$ cat src/rtl/ram_tap_delay_line.sv
// ram_tap_delay_line
// ------------------
// Multi-lane, RAM-based delay line with a variable length, used in the Kyber
// datapath. One circular buffer holds all lanes side by side. Every lane
// shares one write/read pointer, one fill counter and one valid flag. The
// delay is counted in accepted samples, not in clock cycles.
//
// Handshake: there is no back-pressure. A sample is accepted on every rising
// edge where in_valid=1. out_valid=1 marks the cycle after an accept whose
// read returned a sample that is exactly len_q accepts old. dout holds its
// value in every cycle that has no accept.
//
// Ports:
//   clk        rising-edge clock
//   Reset      synchronous, active-high reset (RAM contents are kept)
//   len        requested delay length in accepted samples (0 -> 1, >WDEPTH -> WDEPTH)
//   in_valid   din is accepted this cycle
//   din        input samples, lane k at [k*DSIZE +: DSIZE]
//   dout       delayed samples, same lane layout as din
//   out_valid  dout holds a valid delayed sample
//   primed     the buffer holds len_q samples
//   fill_level current fill count
//
// Optional build macro DLY_OUT_REG_EN adds one output register stage on
// dout/out_valid. This raises the accept-to-output latency from 1 to 2
// cycles. primed and fill_level are not delayed by that stage.

module ram_tap_delay_line #(
  parameter int DSIZE  = 6,
  parameter int NCH    = 1,
  parameter int WDEPTH = 10,
  parameter int ASIZE  = $clog2(WDEPTH + 1),
  parameter int PSIZE  = (WDEPTH > 1) ? $clog2(WDEPTH) : 1
) (
  input  logic                   clk,
  input  logic                   Reset,
  input  logic [ASIZE-1:0]       len,
  input  logic                   in_valid,
  input  logic [DSIZE*NCH-1:0]   din,
  output logic [DSIZE*NCH-1:0]   dout,
  output logic                   out_valid,
  output logic                   primed,
  output logic [ASIZE-1:0]       fill_level
);

  localparam int DW = DSIZE * NCH;
  localparam logic [ASIZE-1:0] LEN_MAX = ASIZE'(WDEPTH);
  localparam logic [ASIZE-1:0] LEN_ONE = ASIZE'(1);

  logic [DW-1:0]    mem [WDEPTH];
  logic [PSIZE-1:0] wp;
  logic [ASIZE-1:0] fill;
  logic [ASIZE-1:0] len_q;
  logic [ASIZE-1:0] len_eff;
  logic             len_chg;
  logic             wp_last;
  logic             full;
  logic             wr_en;
  logic [PSIZE-1:0] wr_addr;
  logic [DW-1:0]    dout_c;
  logic             out_valid_c;

  // Clamp the requested length into the legal range 1..WDEPTH.
  always_comb begin
    len_eff = len;
    if (len == '0) begin
      len_eff = LEN_ONE;
    end else if (len > LEN_MAX) begin
      len_eff = LEN_MAX;
    end
  end

  assign len_chg = (len_eff != len_q);
  // The pointer wraps at the programmed length. Entries at or above len_q
  // are never used.
  assign wp_last = (ASIZE'(wp) == (len_q - LEN_ONE));
  assign full    = (fill == len_q);

  // A length change restarts the buffer at entry 0. A sample accepted in
  // that same cycle becomes the first entry of the new window.
  assign wr_en   = in_valid & ~Reset;
  assign wr_addr = len_chg ? '0 : wp;

  // RAM array with no reset. Stale contents are masked by the fill tracking.
  always_ff @(posedge clk) begin
    if (wr_en) begin
      mem[wr_addr] <= din;
    end
  end

  // Pointer, fill and core output registers. The read of mem[wp] returns
  // the old contents, which were written len_q accepts earlier.
  always_ff @(posedge clk) begin
    if (Reset) begin
      wp          <= '0;
      fill        <= '0;
      len_q       <= len_eff;
      dout_c      <= '0;
      out_valid_c <= 1'b0;
    end else if (len_chg) begin
      len_q       <= len_eff;
      out_valid_c <= 1'b0;
      if (in_valid) begin
        wp   <= (len_eff == LEN_ONE) ? '0 : PSIZE'(1);
        fill <= LEN_ONE;
      end else begin
        wp   <= '0;
        fill <= '0;
      end
    end else if (in_valid) begin
      dout_c      <= mem[wp];
      wp          <= wp_last ? '0 : wp + PSIZE'(1);
      out_valid_c <= full;
      fill        <= full ? fill : fill + LEN_ONE;
    end else begin
      out_valid_c <= 1'b0;
    end
  end

`ifdef DLY_OUT_REG_EN
  // Free-running retiming stage between the RAM read and the fabric. It
  // captures every cycle and is not gated by in_valid.
  always_ff @(posedge clk) begin
    if (Reset) begin
      dout      <= '0;
      out_valid <= 1'b0;
    end else begin
      dout      <= dout_c;
      out_valid <= out_valid_c;
    end
  end
`else
  assign dout      = dout_c;
  assign out_valid = out_valid_c;
`endif

  assign primed     = full;
  assign fill_level = fill;

endmodule

$ cat config.mk
export PLATFORM = sky130hd
export DESIGN_NAME = ram_tap_delay_line
export DESIGN_NICKNAME = d
export VERILOG_FILES = /design/src/rtl/ram_tap_delay_line.sv
export SDC_FILE = /design/constraint.sdc
export NUM_CORES = 1
export LEC_CHECK = 0
export ABC_AREA = 1
export BUFFER_PORTS_ARGS = -buffer_cell sky130_fd_sc_hd__buf_2
export CAP_MARGIN = 15
export CORE_MARGIN = 2
export CORE_UTILIZATION = 30
export DETAILED_ROUTE_END_ITERATION = 6
export PLACE_DENSITY = 0.45
export SYNTH_ARGS = -nofsm -noshare
export SYNTH_HDL_FRONTEND = slang
export SYNTH_SLANG_ARGS = --single-unit
export TNS_END_PERCENT = 10
$ cat constraint.sdc
create_clock -name clk -period 1.9 [get_ports clk]
set_clock_uncertainty 0.15 [all_clocks]
set_input_delay 0.19 -clock clk [delete_from_list [all_inputs] [get_ports clk]]
set_output_delay 0.19 -clock clk [all_outputs]
set_load 0.02 [all_outputs]
**Word-level counts from Yosys, hierarchy flattened**

Memories as Yosys holds them, arrays and structs flattened. A register that Yosys moved wholly into a read port is not among the register bits.
Cells that the tools add are included.

- Add/sub/neg operators: 3
- Order comparisons: 1
- Equal/unequal tests: 5
- Multiplexer cells: 16
- Bitwise gates (word level): 4
- Reductions and logical operators: 6

Operator list:

| kind | number |
|---|---|
| $mux W4 | 11 |
| $add A4 B1 Y4 const B | 2 |
| $eq A4 B4 Y1 | 2 |
| $mux W1 | 5 |
| $eq A4 B1 Y1 const B | 1 |
| $gt A4 B4 Y1 const B | 1 |
| $logic_not A4 Y1 | 1 |
| $ne A4 B4 Y1 | 1 |
| $reduce_and A2 Y1 | 2 |
| $reduce_bool A2 Y1 | 2 |
| $sub A4 B1 Y4 const B | 1 |
| $not A1 Y1 | 3 |
| $reduce_or A3 Y1 | 1 |
| $ne A2 B2 Y1 const B | 1 |
| $and A1 B1 Y1 | 1 |

- Bits in registers: 13
- RAM bits: 60
- Input port bits: 13
- Output and inout port bits: 12
- Memories: 1

Memories:

| name | depth | width | read ports | clocked after Yosys merged registers in | write ports | RTL line | source |
|---|---|---|---|---|---|---|---|
| mem | 10 | 6 | 1 | 1 | 1 | 50 | `logic [DW-1:0] mem [WDEPTH];` |

**Longest topological paths before layout**

Gate-level depths: netlist of the first run.

- Word-level depth: 7
- Mapped depth: 13

**Worst setup path after synthesis of the first run**

OpenSTA, ideal clock, no wires.

- Path kind: register to register
- From: register len_q[3]
- To: memory mem[5][0] (netlist bit) (enable)
- Data arrival time: 1.577 ns
- Required time: 1.400 ns
- Slack: -0.177 ns
- Stages on the path, launching flop included: 7
- Path buffers: 1
- Period minus slack after synthesis: 2.077 ns
- Cells stage by stage: edfxtp_1 > xnor2_1 > nand4_2 > nor2_4 > buf_6 > nand3_1 > nor2_1

- Longest elaborated chain between the ends: 2

Ends and longest elaborated chain:

| item | RTL line | source |
|---|---|---|
| start, declared | 53 | `logic [ASIZE-1:0] len_q;` |
| start signal, assigned | 97 | `len_q <= len_eff;` |
| start signal, assigned | 101 | `len_q <= len_eff;` |
| $ne A4 B4 Y1 | 73 | `assign len_chg = (len_eff != len_q);` |
| $mux W4 | 82 | `assign wr_addr = len_chg ? '0 : wp;` |
| end, declared | 50 |  |

Every way passes these cells.

**Final worst setup path of the first run**

- From: register len_q[3]
- To: memory mem[6][4] (netlist bit) (enable)

The elaborated chain is that of the path after synthesis.

==> flow_metrics.env, run 1 <==
export IMPL_status="finished, violations left"
export IMPL_violations="negative setup slack"
export IMPL_antenna_found_initial=0
export IMPL_cts_sinks=79
export IMPL_ys_ff_latch=79
export IMPL_power_switching_mw=0.898
export IMPL_critPathCaptureType="flip-flop"
export IMPL_path_class="reg2reg"
export IMPL_grt_pass1_wl_um=13600
export IMPL_hpwlAfterDp_um=6180
export IMPL_max_slew_margin_rel_pct=72.1
export IMPL_arrival_ns=1.89
export IMPL_cp_top_family="simple AND/OR/NAND/NOR gates"
export IMPL_setup_viol=61
export IMPL_synth_distinct_cells=29
export IMPL_clockBufferDepth=2
export IMPL_route_detailed_drc=0
export IMPL_ios=25
export IMPL_setup_ws_ns=-0.128
export IMPL_htreeDepth=3
export IMPL_period_share_pct=107
export IMPL_syn_to_final_growth_pct=27.2
export IMPL_reg2reg_setup_slack_ns=-0.13
export IMPL_yosysSeqAreaShare_pct=61.5
export IMPL_path_cells="xnor2_2 > nand4_2 > nor2_4 > nand4_1 > buf_6 > nor2_4"
export IMPL_critPathMostFrequentCell="nor2_4"
export IMPL_worstReg2RegEnd="mem[6][4]"
export IMPL_required_ns=1.76
export IMPL_die_area_um2=12900
export IMPL_synth_nets=377
export IMPL_ant_nets=0
export IMPL_slowest_stage="edfxtp_1"
export IMPL_cts_tree="done"
export IMPL_worst_path_buf_inv=1
export IMPL_min_to="wp[3]"
export IMPL_drt_pass1_iter_count=5
export IMPL_wl_per_cell_um=14.7
export IMPL_clock_latency_ns=0.32
export IMPL_die_w_um=114
export IMPL_syn_inst=361
export IMPL_grt_use_total_pct=14.0
export IMPL_hold_viol=0
export IMPL_p_seq_share_pct=48.3
export IMPL_cpPeakStageDelay_ns=0.42
export IMPL_pre_cts_ws_ns=-0.0953
export IMPL_pwr_density_cell_nw_per_um2=862
export IMPL_via_count=2710
export IMPL_syn_cell_area_um2=3610
export IMPL_root_buffer="clkbuf_16"
export IMPL_rr_worst_depth=6
export IMPL_final_nets=443
export IMPL_place_gp_congestion=0.807
export IMPL_peakVddDrop_mv=0.431
export IMPL_io_buffer_count=24
export IMPL_switching_share_pct=22.7
export IMPL_worstHoldPathType="in2reg"
export IMPL_drive_gt1_share_pct=28.2
export IMPL_die_h_um=114
export IMPL_drt_total_wl_um=8540
export IMPL_critPathMaxFanout=7
export IMPL_drv_slew=0
export IMPL_post_route_min_period_ns=2.03
export IMPL_rows=40
export IMPL_r2r_start="len_q[3]"
export IMPL_combPwrFrac_pct=9.8
export IMPL_initial_core_util_pct=30.5
export IMPL_worstHoldPathCells=3
export IMPL_via_per_inst=4.68
export IMPL_dp_cells=555
export IMPL_cap_violations=0
export IMPL_clk_pin_slew_ns=0.06
export IMPL_grt_pass1_vias=2555
export IMPL_finalNonFillerCells=579
export IMPL_hp_start="Reset"
export IMPL_core_area_um2=11900
export IMPL_tightest_slew_ns=0.418
export IMPL_grt_max_degree=19
export IMPL_fmaxAchievable_mhz=493
export IMPL_drtIter0Drc=182
export IMPL_rsz0062_at_grt="true"
export IMPL_diodes=0
export IMPL_overflow=0
export IMPL_cts_inserted_buffers=9
export IMPL_synth_area_per_cell_um2=10.0
export IMPL_p_clk_share_pct=41.9
export IMPL_p_int_mw=3.07
export IMPL_leakage_nw=1.81
export IMPL_yosys_warnings=0
export IMPL_critical_path_startpoint_type="flip-flop"
==> state kept, by name, summed over array words and instances, names as in the netlist <==
name        cells
fill_level      4
wp              4
len_q           4
dout            6
out_valid       1
mem            60
==> synth_stat cells (all sizes together) <==
library cell  number  area, um^2
a21oi             28         155
o21ai             14        70.1
clkinv             2        7.51
edfxtp            64        1920
ha                 3        37.5
nand3             28         173
nand2             80         310
or2                1        6.26
buf                9        56.3
dfxtp             15         300
nor2              42         185
inv               26        97.6
o211ai             4        30.0
nand4              5        37.5
xnor2              5        43.8
clkbuf             6        22.5
xor2               4        35.0
nor3              25         125
==> tightest hold or removal path: stages <==
cell and delay, ns:
buf_2 0.09, buf_4 0.18, a21oi_2 0.04
==> power by group through the flow <==
stage | clock network (mW) | logic, mW | registers, mW
2_1_floorplan | 0 | 0.194 | 1.96
3_3_place_gp | 0 | 0.362 | 1.95
3_5_place_dp | 0 | 0.361 | 1.95
4_1_cts | 1.71 | 0.378 | 1.91
5_1_grt | 1.79 | 0.430 | 1.92
6_report | 1.66 | 0.389 | 1.91
==> placed cells by master (no fill, tap or decap), drive strengths merged <==
cell,netlist,routed
clkinv,2,5
ha,3,3
clkbuf,6,10
bufinv,0,1
or2,1,1
inv,26,27
o21ai,14,14
nand4,5,5
xor2,4,4
nand2,80,80
clkinvlp,0,1
buf,9,69
edfxtp,64,64
dfxtp,15,15
nor3,25,25
a21oi,28,28
dlygate4sd3,0,1
nand3,28,28
o211ai,4,4
nor2,42,42
xnor2,5,5
==> cell families (layout without fill, tap and decap cells) <==
logic type	Yosys count	in the layout	synth area share (%)
and+or+nand+nor	181	181	23.2
DFF	79	79	61.5
AOI/OAI and AO/OA	46	46	7.06
buffers and inverters	43	114	5.09
xor gates and xnor gates	9	9	2.18
adders and majority gates	3	3	1.04
==> cell type report <==
class | count | area, um^2
clock inverters | 6 | 60.1
repair buffers | 70 | 494
fillers | 1194 | 7260
flip-flops and latches | 79 | 2220
multi-input cells | 239 | 1310
clock buffers | 10 | 229
inverters | 28 | 105
well taps | 147 | 184
==> worst max-delay path by stage <==
stage	from	end	slack, ns	cells after the start
floorplan	len_q[3]	mem[4][0]	-0.10	5
global placement	len_q[3]	mem[2][1]	-0.09	5
detailed placement	len_q[2]	mem[2][1]	-0.1	7
CTS	len_q[2]	mem[4][1]	-0.09	8
global route	len_q[2]	mem[6][5]	-0.21	8
finish	len_q[3]	mem[6][4]	-0.13	6
==> per-stage QoR <==
step	hold WS (ns)	util, %	power [mW]	setup TNS, ns	area (um^2)
final	0.0683	38.8	3.97	-4.47	4600
after global routing	0.0715	38.8	4.14	-9.73	4600
after CTS	0.0495	38.4	4.00	-3.02	4550
after detailed placement	0.329	35.5	2.31	-4.01	4210
after global placement	0.325	35.5	2.31	-3.18	4210
after floorplan	0.139	-	2.15	-2.97	3680
==> layer usage <==
metal | wire length [um] | track usage, %
met5 | 0 | 0
met4 | 44 | 3.66
met1 | 4140 | 19.1
met3 | 340 | 3.51
met2 | 4010 | 22.3
==> timing repair <==
item,CTS,global route
gates cloned,0,0
setup endpoints to repair,61,74
endpoints found under the hold margin,1,0
hold buffers,1,0
gates resized for setup,7,7
pin swaps,3,6
setup buffers,4,3
Power figures use the tool's default switching activity.
==> run 2: changes to the inputs <==
CELL_PAD_IN_SITES_DETAIL_PLACEMENT = 1   (was unset)
CELL_PAD_IN_SITES_GLOBAL_PLACEMENT = 1   (was unset)
PLACE_DENSITY = 0.54   (was 0.45)
==> run 2 against run 1 <==
Against the previous run: the flow still finishes with violations (negative setup slack); fmax decreased by 4.0%; core utilization rose by 1.1 points; total power decreased by 1.5%; worst hold slack got worse by 0.016 ns; first-iteration DRC count is 16% lower; cell count rose by 0.86%; critical path type unchanged; critical endpoint is now mem[1][3]; highest routed layer unchanged.
==> flow_metrics.env, run 2 (synthesis gave the netlist of run 1 again) <==
export IMPL_status="finished, violations left"
export IMPL_violations="negative setup slack"
export IMPL_post_route_min_period_ns=2.11
export IMPL_root_buffer="clkbuf_16"
export IMPL_grt_use_total_pct=16.5
export IMPL_fin_area_um2=4730
export IMPL_cp_top_family="buffers and inverters"
export IMPL_critPathCaptureType="flip-flop"
export IMPL_hpwlAfterDp_um=7110
export IMPL_wl_met3_um=252
export IMPL_route_detailed_drc=0
export IMPL_met2_length_um=4740
export IMPL_cts_inserted_buffers=9
export IMPL_layout_commonest_cell="nand2_1"
export IMPL_critPathMaxFanout=6
export IMPL_max_slew_margin_rel_pct=65.7
export IMPL_critical_path_startpoint_type="flip-flop"
export IMPL_htreeDepth=3
export IMPL_rsz0062_at_grt="true"
export IMPL_slowest_stage="edfxtp_1"
export IMPL_worstHoldPathCells=3
export IMPL_io_buffer_count=24
export IMPL_rows=40
export IMPL_cts_tree="done"
export IMPL_antenna_found_initial=0
export IMPL_drt_pass1_iter_count=4
export IMPL_rr_worst_depth=9
export IMPL_arrival_ns=2.05
export IMPL_worst_path_buf_inv=3
export IMPL_final_nets=448
export IMPL_syn_to_final_growth_pct=30.8
export IMPL_pwr_density_cell_nw_per_um2=826
export IMPL_cap_violations=0
export IMPL_diodes=0
export IMPL_path_class="reg2reg"
export IMPL_drt_total_wl_um=9790
export IMPL_clock_latency_ns=0.34
export IMPL_final_cell_mix="72 x nand2_1, 64 x edfxtp_1, 38 x buf_4, 26 x nor2_1, 25 x nor3_1"
export IMPL_fmaxAchievable_mhz=474
export IMPL_top_regs="mem: 60 flops, dout: 6 flops"
export IMPL_period_share_pct=111
export IMPL_cts_sinks=79
export IMPL_core_area_um2=11900
export IMPL_overflow=0
export IMPL_path_cells="xnor2_2 > buf_4 > nand2_4 > nor2_4 > nand3_4 > o211ai_1 > buf_4 > buf_6 > nor2_4"
export IMPL_setup_viol=71
export IMPL_ios=25
export IMPL_via_count=2755
export IMPL_drtIter0Drc=152
export IMPL_die_area_um2=12900
export IMPL_setup_ws_ns=-0.212
export IMPL_die_h_um=114
export IMPL_required_ns=1.84
export IMPL_place_gp_congestion=0.790
export IMPL_hold_viol=0
export IMPL_leakage_nw=1.86
export IMPL_wl_per_cell_um=16.8
export IMPL_clockBufferDepth=2
export IMPL_top_layer_used="met4"
export IMPL_drv_slew=0
export IMPL_largest_reg_flops=60
export IMPL_clk_pin_slew_ns=0.06
export IMPL_ant_nets=0
export IMPL_grt_max_degree=32
export IMPL_die_w_um=114
export IMPL_initial_core_util_pct=30.5
export IMPL_regMostFlops="mem"
export IMPL_peakVddDrop_mv=0.449
export IMPL_drive_gt1_share_pct=30.4
export IMPL_worstHoldPathType="in2reg"
export IMPL_cp_num_cells=9
export IMPL_p_total_mw=3.91
export IMPL_via_per_inst=4.72
export IMPL_grt_pass1_wl_um=15800
export IMPL_cpPeakStageDelay_ns=0.42
export IMPL_met1Wirelength_um=4430
export IMPL_grt_pass1_vias=2910
export IMPL_placed_area_um2=4270
export IMPL_pre_cts_ws_ns=-0.219
export IMPL_tightest_slew_ns=0.510
[run 2: cell count changes in the layout (fill, tap and decap cells not counted), sizes merged]
cell      before  now
buf           69   74
clkinv         5    4
clkinvlp       1    2
clkbuf        10   11
bufinv         1    0
[run 2: routing by layer]
metal | up-vias | GRT usage (%)
li1 | 1372 | -
met1 | 1323 | 20.3
met2 | 40 | 27.5
met3 | 20 | 3.45
met4 | 0 | 8.37
met5 | - | 0
[run 2: path summary, 6_finish.rpt]
| path | startpoint | slack (ns) | to |
|---|---|---|---|
| worst max-delay path | len_q[3] | -0.21 | mem[1][3] |
| worst min-delay path | len[0] | 0.05 | len_q[0] |
| worst max register to register | len_q[3] | -0.21 | mem[1][3] |
| worst min register to register | dout[2] | 0.35 | dout[2] |
[run 2: where the power goes]
| part | switching (mW) | internal [mW] | total [mW] |
|---|---|---|---|
| sequential | 0.0175 | 1.89 | 1.91 |
| clock | 0.671 | 0.884 | 1.55 |
| combinational | 0.255 | 0.184 | 0.440 |
| total | 0.943 | 2.96 | 3.91 |
[run 2: repair_timing]
action                                  CTS  global route
buffers inserted                          7             3
gates resized for setup                  22             9
endpoints found under the setup margin   75            78
pin swaps                                 9             6
hold buffers                              1             0
hold endpoints to repair                  1             0
[run 2: final cells by class]
cell class	instances	area, um^2
Sequential cell	79	2220
Tap cell	147	184
Clock buffer	11	233
Clock inverter	5	33.8
Inverter	28	105
Fill cell	1344	7130
Timing Repair Buffer	75	592
Multi-Input combinational cell	239	1360
[run 2: worst reg2reg max path: cells and delay by family, from the launching register on]
| family | cells | cell delay [ns] |
|---|---|---|
| AOI/OAI and AO/OA | 1 | 0.27 |
| DFF | 1 | 0.42 |
| and+or+nand+nor | 4 | 0.28 |
| buffers and inverters | 3 | 0.46 |
| xor gates and xnor gates | 1 | 0.27 |
[run 2: metrics by stage]
step | hold slack [ns] | instances | util, % | setup TNS (ns)
final | 0.0521 | 584 | 39.9 | -8.81
after global routing | 0.0745 | 584 | 39.9 | -17.05
after CTS | 0.0392 | 582 | 39.5 | -9.36
after detailed placement | 0.329 | 558 | 36.0 | -10.20
after global placement | 0.318 | 558 | 36.0 | -4.13
after floorplan | 0.139 | 361 | - | -2.97
==> run 3: changes to the inputs <==
ABC_CLOCK_PERIOD_IN_PS = 1900   (was unset)
CORE_UTILIZATION = 42   (was 30)
PLACE_DENSITY = 0.72   (was 0.54)
TNS_END_PERCENT = 1   (was 10)
==> run 3 against run 2 <==
Against the previous run: combinational power shrank 5.9%; register-to-register slack improved by 0.08 ns; non-clock buffer count is 4 lower; core utilization up 14 points; cell count decreased by 7.9%; sequential cell count did not move; the run still ends with negative setup slack left; sequential share of layout area grew 2.4 points; largest cell class unchanged; first-iteration DRC count fell by 28%.
==> flow_metrics.env, run 3 (synthesis gave the netlist of run 1 again) <==
export IMPL_clockBufferDepth=2
export IMPL_arrival_ns=1.93
export IMPL_overflow=0
export IMPL_cap_violations=0
export IMPL_period_share_pct=107
export IMPL_clk_pin_slew_ns=0.09
export IMPL_via_per_inst=5.21
export IMPL_rr_worst_depth=9
export IMPL_grt_pass1_wl_um=15600
export IMPL_violations="negative setup slack"
export IMPL_worstReg2RegEnd="mem[8][0]"
export IMPL_via_count=2802
export IMPL_worstSetupStartpoint="len_q[2]"
export IMPL_tightest_slew_ns=0.522
export IMPL_worstHoldPathType="in2reg"
export IMPL_max_slew_margin_rel_pct=65.2
export IMPL_grt_pass1_vias=2931
export IMPL_hp_start="Reset"
export IMPL_io_buffer_count=24
export IMPL_syn_to_final_growth_pct=24.5
export IMPL_diodes=0
export IMPL_die_w_um=96.8
export IMPL_p_seq_share_pct=53.7
export IMPL_setup_ws_ns=-0.132
export IMPL_setup_tns_ns=-3.91
export IMPL_die_h_um=96.8
export IMPL_p_clk_share_pct=34.7
export IMPL_final_util_pct=54.2
export IMPL_drive_gt1_share_pct=30.3
export IMPL_path_class="reg2reg"
export IMPL_power_switching_mw=0.894
export IMPL_largest_reg_flops=60
export IMPL_rows=33
export IMPL_leakage_nw=1.78
export IMPL_drt_total_wl_um=9610
export IMPL_fin_hold_ws_ns=0.0243
export IMPL_worstSetupEndpoint="mem[8][0]"
export IMPL_grt_use_total_pct=21.4
export IMPL_fmaxAchievable_mhz=492
export IMPL_peakVddDrop_mv=0.429
export IMPL_cts_sinks=79
export IMPL_route_detailed_drc=0
export IMPL_combPwrFrac_pct=11.6
export IMPL_htreeDepth=3
export IMPL_final_nets=444
export IMPL_layout_commonest_cell="nand2_1"
export IMPL_die_area_um2=9360
export IMPL_initial_core_util_pct=43.6
export IMPL_drtIter0Drc=109
export IMPL_r2r_start="len_q[2]"
export IMPL_wl_per_cell_um=17.9
export IMPL_critical_path_startpoint_type="flip-flop"
export IMPL_switching_share_pct=25.1
export IMPL_critPathMaxFanout=6
export IMPL_post_route_min_period_ns=2.03
export IMPL_clock_latency_ns=0.35
export IMPL_hpwlAfterDp_um=6860
export IMPL_status="finished, violations left"
export IMPL_hold_viol=0
export IMPL_reg2reg_setup_slack_ns=-0.13
export IMPL_required_ns=1.80
export IMPL_pwr_density_cell_nw_per_um2=791
export IMPL_final_cell_mix="73 x nand2_1, 64 x edfxtp_1, 43 x buf_4, 28 x nor2_1, 25 x nor3_1"
export IMPL_grt_max_degree=32
export IMPL_p_int_mw=2.67
export IMPL_core_area_um2=8300
export IMPL_regMostFlops="mem"
export IMPL_drt_pass1_iter_count=4
export IMPL_place_gp_congestion=0.793
export IMPL_drv_slew=0
export IMPL_critPathCaptureType="flip-flop"
export IMPL_setup_viol=58
export IMPL_ant_nets=0
export IMPL_top_regs="mem: 60 flops, dout: 6 flops"
export IMPL_cts_inserted_buffers=9
export IMPL_antenna_found_initial=0
export IMPL_rsz0062_at_grt="true"
export IMPL_cts_tree="done"
export IMPL_root_buffer="clkbuf_8"
export IMPL_ios=25
-- run 3: cell types whose count changed in the layout (fill, tap and decap cells not counted), moves of 2 or more --
cell / previous run / this run
clkbuf_16: 9 / 0
clkbuf_8: 0 / 9
buf_6: 9 / 2
buf_4: 38 / 43
buf_12: 4 / 2
inv_1: 23 / 21
nand2_4: 3 / 1
nor2_1: 26 / 28
-- run 3: per-stage QoR --
step                worst slack, ns  std cells  instance area, um^2  power [mW]
finish                       -0.132        538                 4500        3.56
CTS                          -0.110        537                 4450        3.57
detailed placement           -0.198        516                 4180        2.33
global route                 -0.205        538                 4500        3.70
global placement             -0.113        516                 4180        2.31
floorplan                    -0.102        361                 3680        2.15
-- run 3: layout make-up --
cell class	instances	area, um^2
multi-input combinational	239	1340
sequential	79	2220
inverter	28	109
tap	105	131
clock buffer	10	128
clock inverter	6	60.1
fill	921	3800
timing repair buffer	71	510
-- run 3: timing repair --
item,4_1_cts,5_1_grt
hold buffers,1,0
resized for setup,12,10
buffers inserted,4,1
endpoints found under the setup margin,70,76
pin swaps,5,5
endpoints found under the hold margin,1,0
-- run 3: worst min path at each step --
stage                    end  cells after the start  slack [ns]
2_1_floorplan      mem[0][0]                      0        0.14
3_3_place_gp        len_q[3]                      1        0.32
3_5_place_dp         dout[5]                      2        0.33
4_1_cts        fill_level[3]                      3        0.02
5_1_grt        fill_level[3]                      3        0.03
6_report       fill_level[3]                      3        0.02
-- run 3: routing by layer --
metal / global-route usage [%] / wire length, um / vias to the layer above
met5: 0 / 0 / -
met4: 5.74 / 138 / 0
met3: 3.25 / 304 / 13
met2: 37.6 / 4990 / 49
met1: 27.7 / 4180 / 1371
li1: - / - / 1369
-- run 3: worst max-delay path, stage by stage, from the launching register on --
cell and delay [ns]:
edfxtp_1 0.46, inv_2 0.09, nand2_1 0.06, nand2_2 0.08, nand4_2 0.13, nor2_4 0.17, buf_4 0.14, nand4_1 0.08
buf_4 0.18, nor2_4 0.19
-- run 3: power groups by stage --
stage               clock network, mW  registers (mW)  logic (mW)
finish                           1.23            1.91       0.414
CTS                              1.26            1.91       0.402
global route                     1.32            1.91       0.458
floorplan                           0            1.96       0.194
global placement                    0            1.95       0.367
detailed placement                  0            1.95       0.377
